$ cat src/rtl/tensor_pkg.sv
// tensor_pkg: shared arbiter state type and index-width helper
package tensor_pkg;
  typedef enum logic {IDLE, LOCKED} arb_state_e;
  function automatic int idx_w(input int n);
    return (n > 1) ? $clog2(n) : 1;
  endfunction
endpackage

$ cat src/rtl/sram_arbiter_rr_pick.sv
// rr_pick: combinational round-robin picker, first request at or after ptr_i
module rr_pick
  import tensor_pkg::*;
#(
  parameter int N = 4,
  parameter int W = idx_w(N)
) (
  input  logic [N-1:0] req_i,
  input  logic [W-1:0] ptr_i,
  output logic [N-1:0] onehot_o,
  output logic [W-1:0] idx_o
);
  logic hit;
  always_comb begin
    onehot_o = '0;
    idx_o = '0;
    hit = 1'b0;
    for (int k = 0; k < N; k++) begin
      if (!hit && req_i[(int'(ptr_i) + k) % N]) begin
        hit = 1'b1;
        onehot_o[(int'(ptr_i) + k) % N] = 1'b1;
        idx_o = W'((int'(ptr_i) + k) % N);
      end
    end
  end
endmodule

$ cat src/rtl/sram_arbiter.sv
// sram_arbiter: round-robin req/gnt sharing of one single-port sram with lockable bursts
module sram_arbiter
  import tensor_pkg::*;
#(
  parameter int NUM_REQ = 4,
  parameter int ADDR_WIDTH = 4,
  parameter int DATA_WIDTH = 8
) (
  input  logic                          clk,
  input  logic                          rst,
  input  logic [NUM_REQ-1:0]            req,
  input  logic [NUM_REQ-1:0]            lock,
  input  logic [NUM_REQ-1:0]            we,
  input  logic [NUM_REQ*ADDR_WIDTH-1:0] addr,
  input  logic [NUM_REQ*DATA_WIDTH-1:0] wdata,
  output logic [NUM_REQ-1:0]            gnt,
  output logic [NUM_REQ-1:0]            rvalid,
  output logic [DATA_WIDTH-1:0]         rdata,
  output logic                          mem_cs,
  output logic                          mem_we,
  output logic [ADDR_WIDTH-1:0]         mem_addr,
  output logic [DATA_WIDTH-1:0]         mem_din,
  input  logic [DATA_WIDTH-1:0]         mem_dout
);
  localparam int W = idx_w(NUM_REQ);
  arb_state_e state_q;
  logic [W-1:0] ptr_q, ptr_d, owner_q, pick_idx, win_idx;
  logic [NUM_REQ-1:0] rd_pend_q, pick_oh;
  logic locked, grant;
  rr_pick #(.N(NUM_REQ), .W(W)) u_pick (
    .req_i   (req),
    .ptr_i   (ptr_q),
    .onehot_o(pick_oh),
    .idx_o   (pick_idx)
  );
  // grants are held off while reset is asserted so outputs show their reset values
  always_comb begin
    locked = state_q == LOCKED;
    win_idx = locked ? owner_q : pick_idx;
    gnt = rst ? '0 : locked ? (NUM_REQ'(req[owner_q]) << owner_q) : pick_oh;
    grant = |gnt;
    mem_cs = grant;
    mem_we = grant & we[win_idx];
    mem_addr = grant ? addr[win_idx*ADDR_WIDTH +: ADDR_WIDTH] : '0;
    mem_din = grant ? wdata[win_idx*DATA_WIDTH +: DATA_WIDTH] : '0;
    ptr_d = (pick_idx == W'(NUM_REQ - 1)) ? '0 : pick_idx + 1'b1;
  end
  always_ff @(posedge clk or posedge rst) begin
    if (rst) begin
      state_q <= IDLE;
      ptr_q <= '0;
      owner_q <= '0;
      rd_pend_q <= '0;
    end else begin
      rd_pend_q <= (grant && !we[win_idx]) ? gnt : '0;
      if (state_q == IDLE && grant) begin
        ptr_q <= ptr_d;
        if (lock[win_idx]) begin
          owner_q <= win_idx;
          state_q <= LOCKED;
        end
      end else if (state_q == LOCKED && !lock[owner_q]) begin
        state_q <= IDLE;
      end
    end
  end
  assign rvalid = rd_pend_q;
  assign rdata = mem_dout;
endmodule

$ cat config.mk
export PLATFORM = sky130hd
export DESIGN_NAME = sram_arbiter
export DESIGN_NICKNAME = d
export VERILOG_FILES = /design/src/rtl/tensor_pkg.sv /design/src/rtl/sram_arbiter_rr_pick.sv /design/src/rtl/sram_arbiter.sv
export SDC_FILE = /design/constraint.sdc
export NUM_CORES = 1
export LEC_CHECK = 0
export ABC_AREA = 1
export BUFFER_PORTS_ARGS = -buffer_cell sky130_fd_sc_hd__buf_4
export CORE_MARGIN = 2
export CORE_UTILIZATION = 39
export CTS_BUF_LIST = sky130_fd_sc_hd__clkbuf_8 sky130_fd_sc_hd__clkbuf_16
export CTS_CLUSTER_DIAMETER = 40
export CTS_CLUSTER_SIZE = 40
export DETAILED_ROUTE_END_ITERATION = 12
export PLACE_DENSITY = 0.81
export SYNTH_ARGS = -nofsm -noshare
export SYNTH_HDL_FRONTEND = slang
export SYNTH_SLANG_ARGS = --single-unit
$ cat constraint.sdc
create_clock -name clk -period 2.4 [get_ports clk]
set_input_delay 0.12 -clock clk [delete_from_list [all_inputs] [get_ports clk]]
set_output_delay 0.12 -clock clk [all_outputs]
set_load 0.03 [all_outputs]
* After elaboration in Yosys (flattened, before gate mapping)
Cells that the tools add are included.
Widths: inputs -> output; s select.
** Word-level totals
- Flip-flop bits (word level) :: 9
- Output and inout port bits :: 30
- Word-level logic and storage cells :: 101
** Cells by class
- Add/subtract/negate cells :: 4
- Magnitude comparators :: 10
- Eq/ne operators :: 2
- Shift-type cells :: 3
- Mux-type cells :: 48
- Bitwise logic cells :: 8
- Reduce and logical (&&, ||, !) cells :: 22
** Operator list (count)
- $mux 4 :: 8
- $shiftx 32x6->8 :: 1
- $mux 1 :: 21
- $bmux 1 s2 :: 8
- $shiftx 16x5->4 :: 1
- $lt 3x4->1 const B :: 3
- $mux 2 :: 6
- $or 4x4->4 :: 3
- $logic_and 1x1->1 :: 10
- $ge 3x1->1 const B :: 3
- $lt 2x3->1 const B :: 3
- $demux 1 s2 :: 4
- $mux 8 :: 1
- $reduce_or 2->1 :: 3
- $logic_not 1->1 :: 5
- $add 2x1->2 const B :: 2
- $add 2x2->2 const B :: 2
- $reduce_and 2->1 :: 2
- $reduce_or 4->1 :: 1
- $shl 1x2->4 :: 1
- $and 1x1->1 const A :: 3
- $eq 2x2->1 const B :: 1
- $ge 2x1->1 const B :: 1
- $ne 2x1->1 const B :: 1
- other kinds (3) :: 3

* Logic depth before layout (Yosys ltp)
- Depth after elaboration :: 20
- Gate-level depth with buffers :: 18
- Mapped depth without buffers :: 17

* Modules after synthesis
A second synthesis with hierarchy kept.
** Unflattened totals
- Cell total of the unflattened synthesis :: 261
- Area, all modules :: 1615.3 µm²
** By module, submodules not included
- sram_arbiter :: times used 1, cells each 188, area each 1176.1 µm²
- rr_pick :: times used 1, cells each 73, area each 439.2 µm²

* Least setup slack after synthesis
Ideal clock, no wire load.
- Path kind :: reg-to-output
- Start :: register ptr_q[0]
- End :: output mem_addr[0]
- Arrival :: 2.687 ns
- Required time :: 2.280 ns
- Setup slack :: -0.407 ns
- Cell stages (with the launch flop) :: 16
- Cells stage by stage :: dfrtp_1 inv_2 ha_1 inv_1 nand2_1 nand2_1 nor2_4 nand2_1 nor2_1 nor2_1 nand3_1 nand3_1 nand3_2 inv_2 buf_4 a21oi_1
** Between the ends
- Longest elaborated chain between the ends :: 17
** RTL lines
- start, declared :: RTL line sram_arbiter.sv:27 : logic [W-1:0] ptr_q, ptr_d, owner_q, pick_idx, win_idx;
- start signal, assigned :: RTL line sram_arbiter.sv:57 : ptr_q <= ptr_d;
- $add 2x1->2 :: RTL line sram_arbiter_rr_pick.sv:19, sram_arbiter_rr_pick.sv:21
- $reduce_or 2->1 (no source line)
- $and 1x1->1 (no source line)
- $lt 3x4->1 (implied by the code) / $ge 3x1->1 (equally long branches) :: RTL line sram_arbiter_rr_pick.sv:21 : onehot_o[(int'(ptr_i) + k) % N] = 1'b1;
- $logic_and 1x1->1 (implied by the code) :: RTL line sram_arbiter_rr_pick.sv:21
- $mux 1 (implied by the code) :: RTL line sram_arbiter_rr_pick.sv:21
- $demux 1 s2
- $or 4x4->4 (no source line)
- $mux 4 :: RTL line sram_arbiter_rr_pick.sv:19 : if (!hit && req_i[(int'(ptr_i) + k) % N]) begin
- $or 4x4->4 (no source line)
- $mux 4 :: RTL line sram_arbiter_rr_pick.sv:19
- $or 4x4->4 (no source line)
- $mux 4 (*) :: RTL line sram_arbiter_rr_pick.sv:19
- $mux 4 (*) (2 in series) :: RTL line sram_arbiter.sv:40 : gnt = rst ? '0 : locked ? (NUM_REQ'(req[owner_q]) << owner_q) : pick_oh;
- $reduce_or 4->1 (*) :: RTL line sram_arbiter.sv:41 : grant = |gnt;
- named net mem_cs :: RTL line sram_arbiter.sv:19 : output logic mem_cs,
- $mux 4 (*) :: RTL line sram_arbiter.sv:44 : mem_addr = grant ? addr[win_idx*ADDR_WIDTH +: ADDR_WIDTH] : '0;
- end, declared :: RTL line sram_arbiter.sv:21 : output logic [ADDR_WIDTH-1:0] mem_addr,
The timed path passes the listed nets; every way through them passes the cells marked *. The select of a mux whose other input is x is not followed.

* Worst setup path in the final report
- Start :: register ptr_q[0]
- End :: output mem_din[3]
** Between the ends
- Longest elaborated chain between the ends :: 17
** RTL lines
- $add 2x1->2 :: RTL line sram_arbiter_rr_pick.sv:19, sram_arbiter_rr_pick.sv:21, sram_arbiter_rr_pick.sv:22
- $reduce_or 2->1 (no source line)
- $and 1x1->1 (no source line)
- $lt 3x4->1 (implied by the code) / $ge 3x1->1 (equally long branches) :: RTL line sram_arbiter_rr_pick.sv:21
- $logic_and 1x1->1 (implied by the code) :: RTL line sram_arbiter_rr_pick.sv:21
- $mux 1 (implied by the code) :: RTL line sram_arbiter_rr_pick.sv:21
- $demux 1 s2
- $or 4x4->4 (no source line)
- $mux 4 :: RTL line sram_arbiter_rr_pick.sv:19
- $or 4x4->4 (no source line)
- $mux 4 :: RTL line sram_arbiter_rr_pick.sv:19
- $or 4x4->4 (no source line)
- $mux 4 :: RTL line sram_arbiter_rr_pick.sv:19
- $mux 4 (2 in series) :: RTL line sram_arbiter.sv:40
- $reduce_or 4->1 :: RTL line sram_arbiter.sv:41
- $mux 8 (*) :: RTL line sram_arbiter.sv:45 : mem_din = grant ? wdata[win_idx*DATA_WIDTH +: DATA_WIDTH] : '0;
- end, declared :: RTL line sram_arbiter.sv:22 : output logic [DATA_WIDTH-1:0] mem_din,
Every way passes the cells marked *; elsewhere a longest branch is shown, timed or not. The select of a mux whose other input is x is not followed.

==> qor.csv <==
metric,value,unit
Post-synth ARST share,100,%
number of flops mapped to enable cells by yosys,0,
syn_nets,346,
gr usage total,25.8,%
max-cap violations,0,
CTS Buffer Depth,2,
placed cell area,2370,sq um
Ys Warns,0,
Final setup viols,15,
synth cell count leaders,"nand2_1 (59), nor2_1 (36), inv_1 (25)",
crit path kind,flip-flop to primary output,
Avg Inst Size Synth,5.88,sq um
FMAX,377,MHz
Reg-to-Reg End,owner_q[1],
synthesized flop and latch total,9,
RSZ-0062 raised after global routing,true,
Final min period,2.65,ns
area grow syn2layout,91.1,%
worst-margin pin slew,0.313,ns
CTS root buf,clkbuf_8,
Post-Syn Area,1580,sq um
"Arr. time, crit path",2.53,ns
startpoint types,flip-flop,
fin crit share,110,%
core area,3940,sq um
worst path cell trace,"inv_4, ha_4, inv_4, nand2_2, nand2_2, nor2_4, nand4_1, nand3_4, nand2_8, clkbuf_16, nor2_1, nor2_1, o21ai_1, a21oi_4, buf_6",
Hold Path Class,input pin to flip-flop,
die height,67.6,um
vias in the first global route,1941,
first-pass GRT wire length,8990,um
critical path's slowest cell,dfrtp_2,
Critical Path Source,ptr_q[0],
I/O pins,100,
CP max FO,6,
CP max stage delay,0.39,ns
CP required,2.28,ns
most frequent cell after synthesis,nand2_1,
largest net degree at the start of global routing,27,
"Seq/Total Area, Yosys",14.3,%
violated checks,setup timing,
status,"complete, but fails checks",
critical path depth in cells,15,
Synth area leaders,"dfrtp_1 (14%), nand2_1 (14%), nor2_1 (8.6%)",
CTS tree,built,
end point of the critical path,mem_din[3],
WP buf/inv,4,
Worst Reg2Reg Path Length in Cells,17,
Layout Skew,0.00504,ns
CP top delay family,simple AND/OR/NAND/NOR gates,
initial drt markers,139,
pre-CTS setup slack,-0.121,ns
drt drc,0,
Placer Congestion,0.942,
H-tree Lvls,1,
"Primary FF master, synth",dfrtp_1,
RR Startpoint,ptr_q[0],
Cells after Synth,268,
initial antenna violation count,0,
Die Span X,67.6,um
Worst-path clk slew,0.05,ns
remaining global-route overflow,0,
share of the synthesized area in the top cell type,14.3,%
total number of vias,2224,
die area,4560,sq um
Sink Count,9,
Fin Setup TNS,-2.45,ns
Port Buf Inserts,83,
Ant. Diodes,0,
share of cells above drive strength 1,54.2,%
final WL,7090,um
CP Capture Type,primary output,
CTS buffer count,3,
DP Wirelength,4210,um
R2R setup slack,-0.10,ns
Yosys top cell by area,dfrtp_1,
worst hold start,lock[1],
Wirelength per Cell,17.0,um
worst skew pair latency,0.24,ns
TritonRoute pass-1 iters,4,
pins over their slew limit,0,
setup slack after layout,-0.252,ns
layout net count,446,
slew margin rel.,78.9,%
cell area after layout,3010,sq um
post-route ant nets,0,
starting density of the core,40.0,%
Synth cell types,26,
final hold vios,0,
routed vias/inst,5.33,
row count,23,
-- layout by cell type, fill, tap and decap left out, types with 2 or more instances in the layout --
| master | count |
|---|---|
| buf_4 | 88 |
| nand2_1 | 43 |
| nor2_1 | 31 |
| inv_1 | 23 |
| nand2_2 | 16 |
| nand3_1 | 16 |
| o21ai_1 | 16 |
| buf_6 | 16 |
| a21oi_4 | 10 |
| o21ai_0 | 9 |
| o21ai_2 | 8 |
| a21oi_1 | 8 |
| o21bai_2 | 7 |
| ha_1 | 7 |
| dfrtp_1 | 7 |
| nand3_2 | 6 |
| nand2_8 | 6 |
| nand3_4 | 4 |
| nor2_4 | 4 |
| o21bai_4 | 4 |
| inv_4 | 3 |
| nand2_4 | 3 |
| nand4_1 | 3 |
| nor2_2 | 3 |
| inv_2 | 3 |
| a21oi_2 | 3 |
| clkbuf_8 | 3 |
| clkbuf_16 | 3 |
| buf_8 | 2 |
| dfrtp_2 | 2 |
-- routing by layer --
metal	part of all wire, %	vias up	GRT usage [%]
li1	-	1079	-
met1	39	1030	33.3
met2	51	101	42.8
met3	7.4	14	6.33
met4	1.7	0	6.38
met5	0	-	0
-- flip-flops by register name, indices dropped and copies added (netlist names) --
signal   cells
locked       1
rvalid       4
ptr_q        2
owner_q      2
-- worst min-delay path: stages --
cell	delay (ns)
buf_4	0.08
o21ai_0	0.07
nand3_1	0.08
-- through the flow --
step | hold WS, ns | instances | utilization (%)
final | 0.155 | 417 | 76.4
after global routing | 0.176 | 417 | 76.4
after CTS | 0.155 | 406 | 67.8
after detailed placement | 0.179 | 394 | 60.2
after global placement | 0.188 | 394 | 60.2
after floorplan | -0.0273 | 268 | -
-- worst min path at each step --
stage                endpoint  slack [ns]  depth (start not counted)
finish                 locked        0.15                          3
global route           locked        0.18                          3
CTS                    locked        0.15                          3
detailed placement  rvalid[0]        0.18                          3
global placement    rvalid[3]        0.19                          3
floorplan              locked       -0.03                          1
-- timing repair --
| action | 4_1_cts | 5_1_grt |
|---|---|---|
| pin swaps | 9 | 20 |
| setup buffers | 5 | 8 |
| endpoints found under the hold margin | 9 | 0 |
| resized for setup | 57 | 47 |
| setup endpoints to repair | 14 | 20 |
| hold buffers | 1 | 0 |
| gates cloned | 2 | 3 |
-- layout make-up --
| type | count | area (sq um) |
|---|---|---|
| timing repair buffer | 111 | 976 |
| clock buffer | 3 | 41.3 |
| sequential | 9 | 228 |
| multi-input combinational | 213 | 1570 |
| clock inverter | 1 | 3.75 |
| tap | 50 | 62.6 |
| fill | 266 | 932 |
| inverter | 30 | 131 |
-- cell families after synthesis --
group                    Yosys count  synth area share (%)
AO/OA/AOI/OAI                     69                  24.9
AND/OR/NAND/NOR                  133                  38.5
adder cells (fa/ha/maj)            8                  6.35
buffers and inverters             48                  15.4
XOR/XNOR                           1                 0.556
flip-flops                         9                  14.3
Power is not shown: default switching activity piles up to over one toggle a cycle in this logic, so the estimate is an artifact.
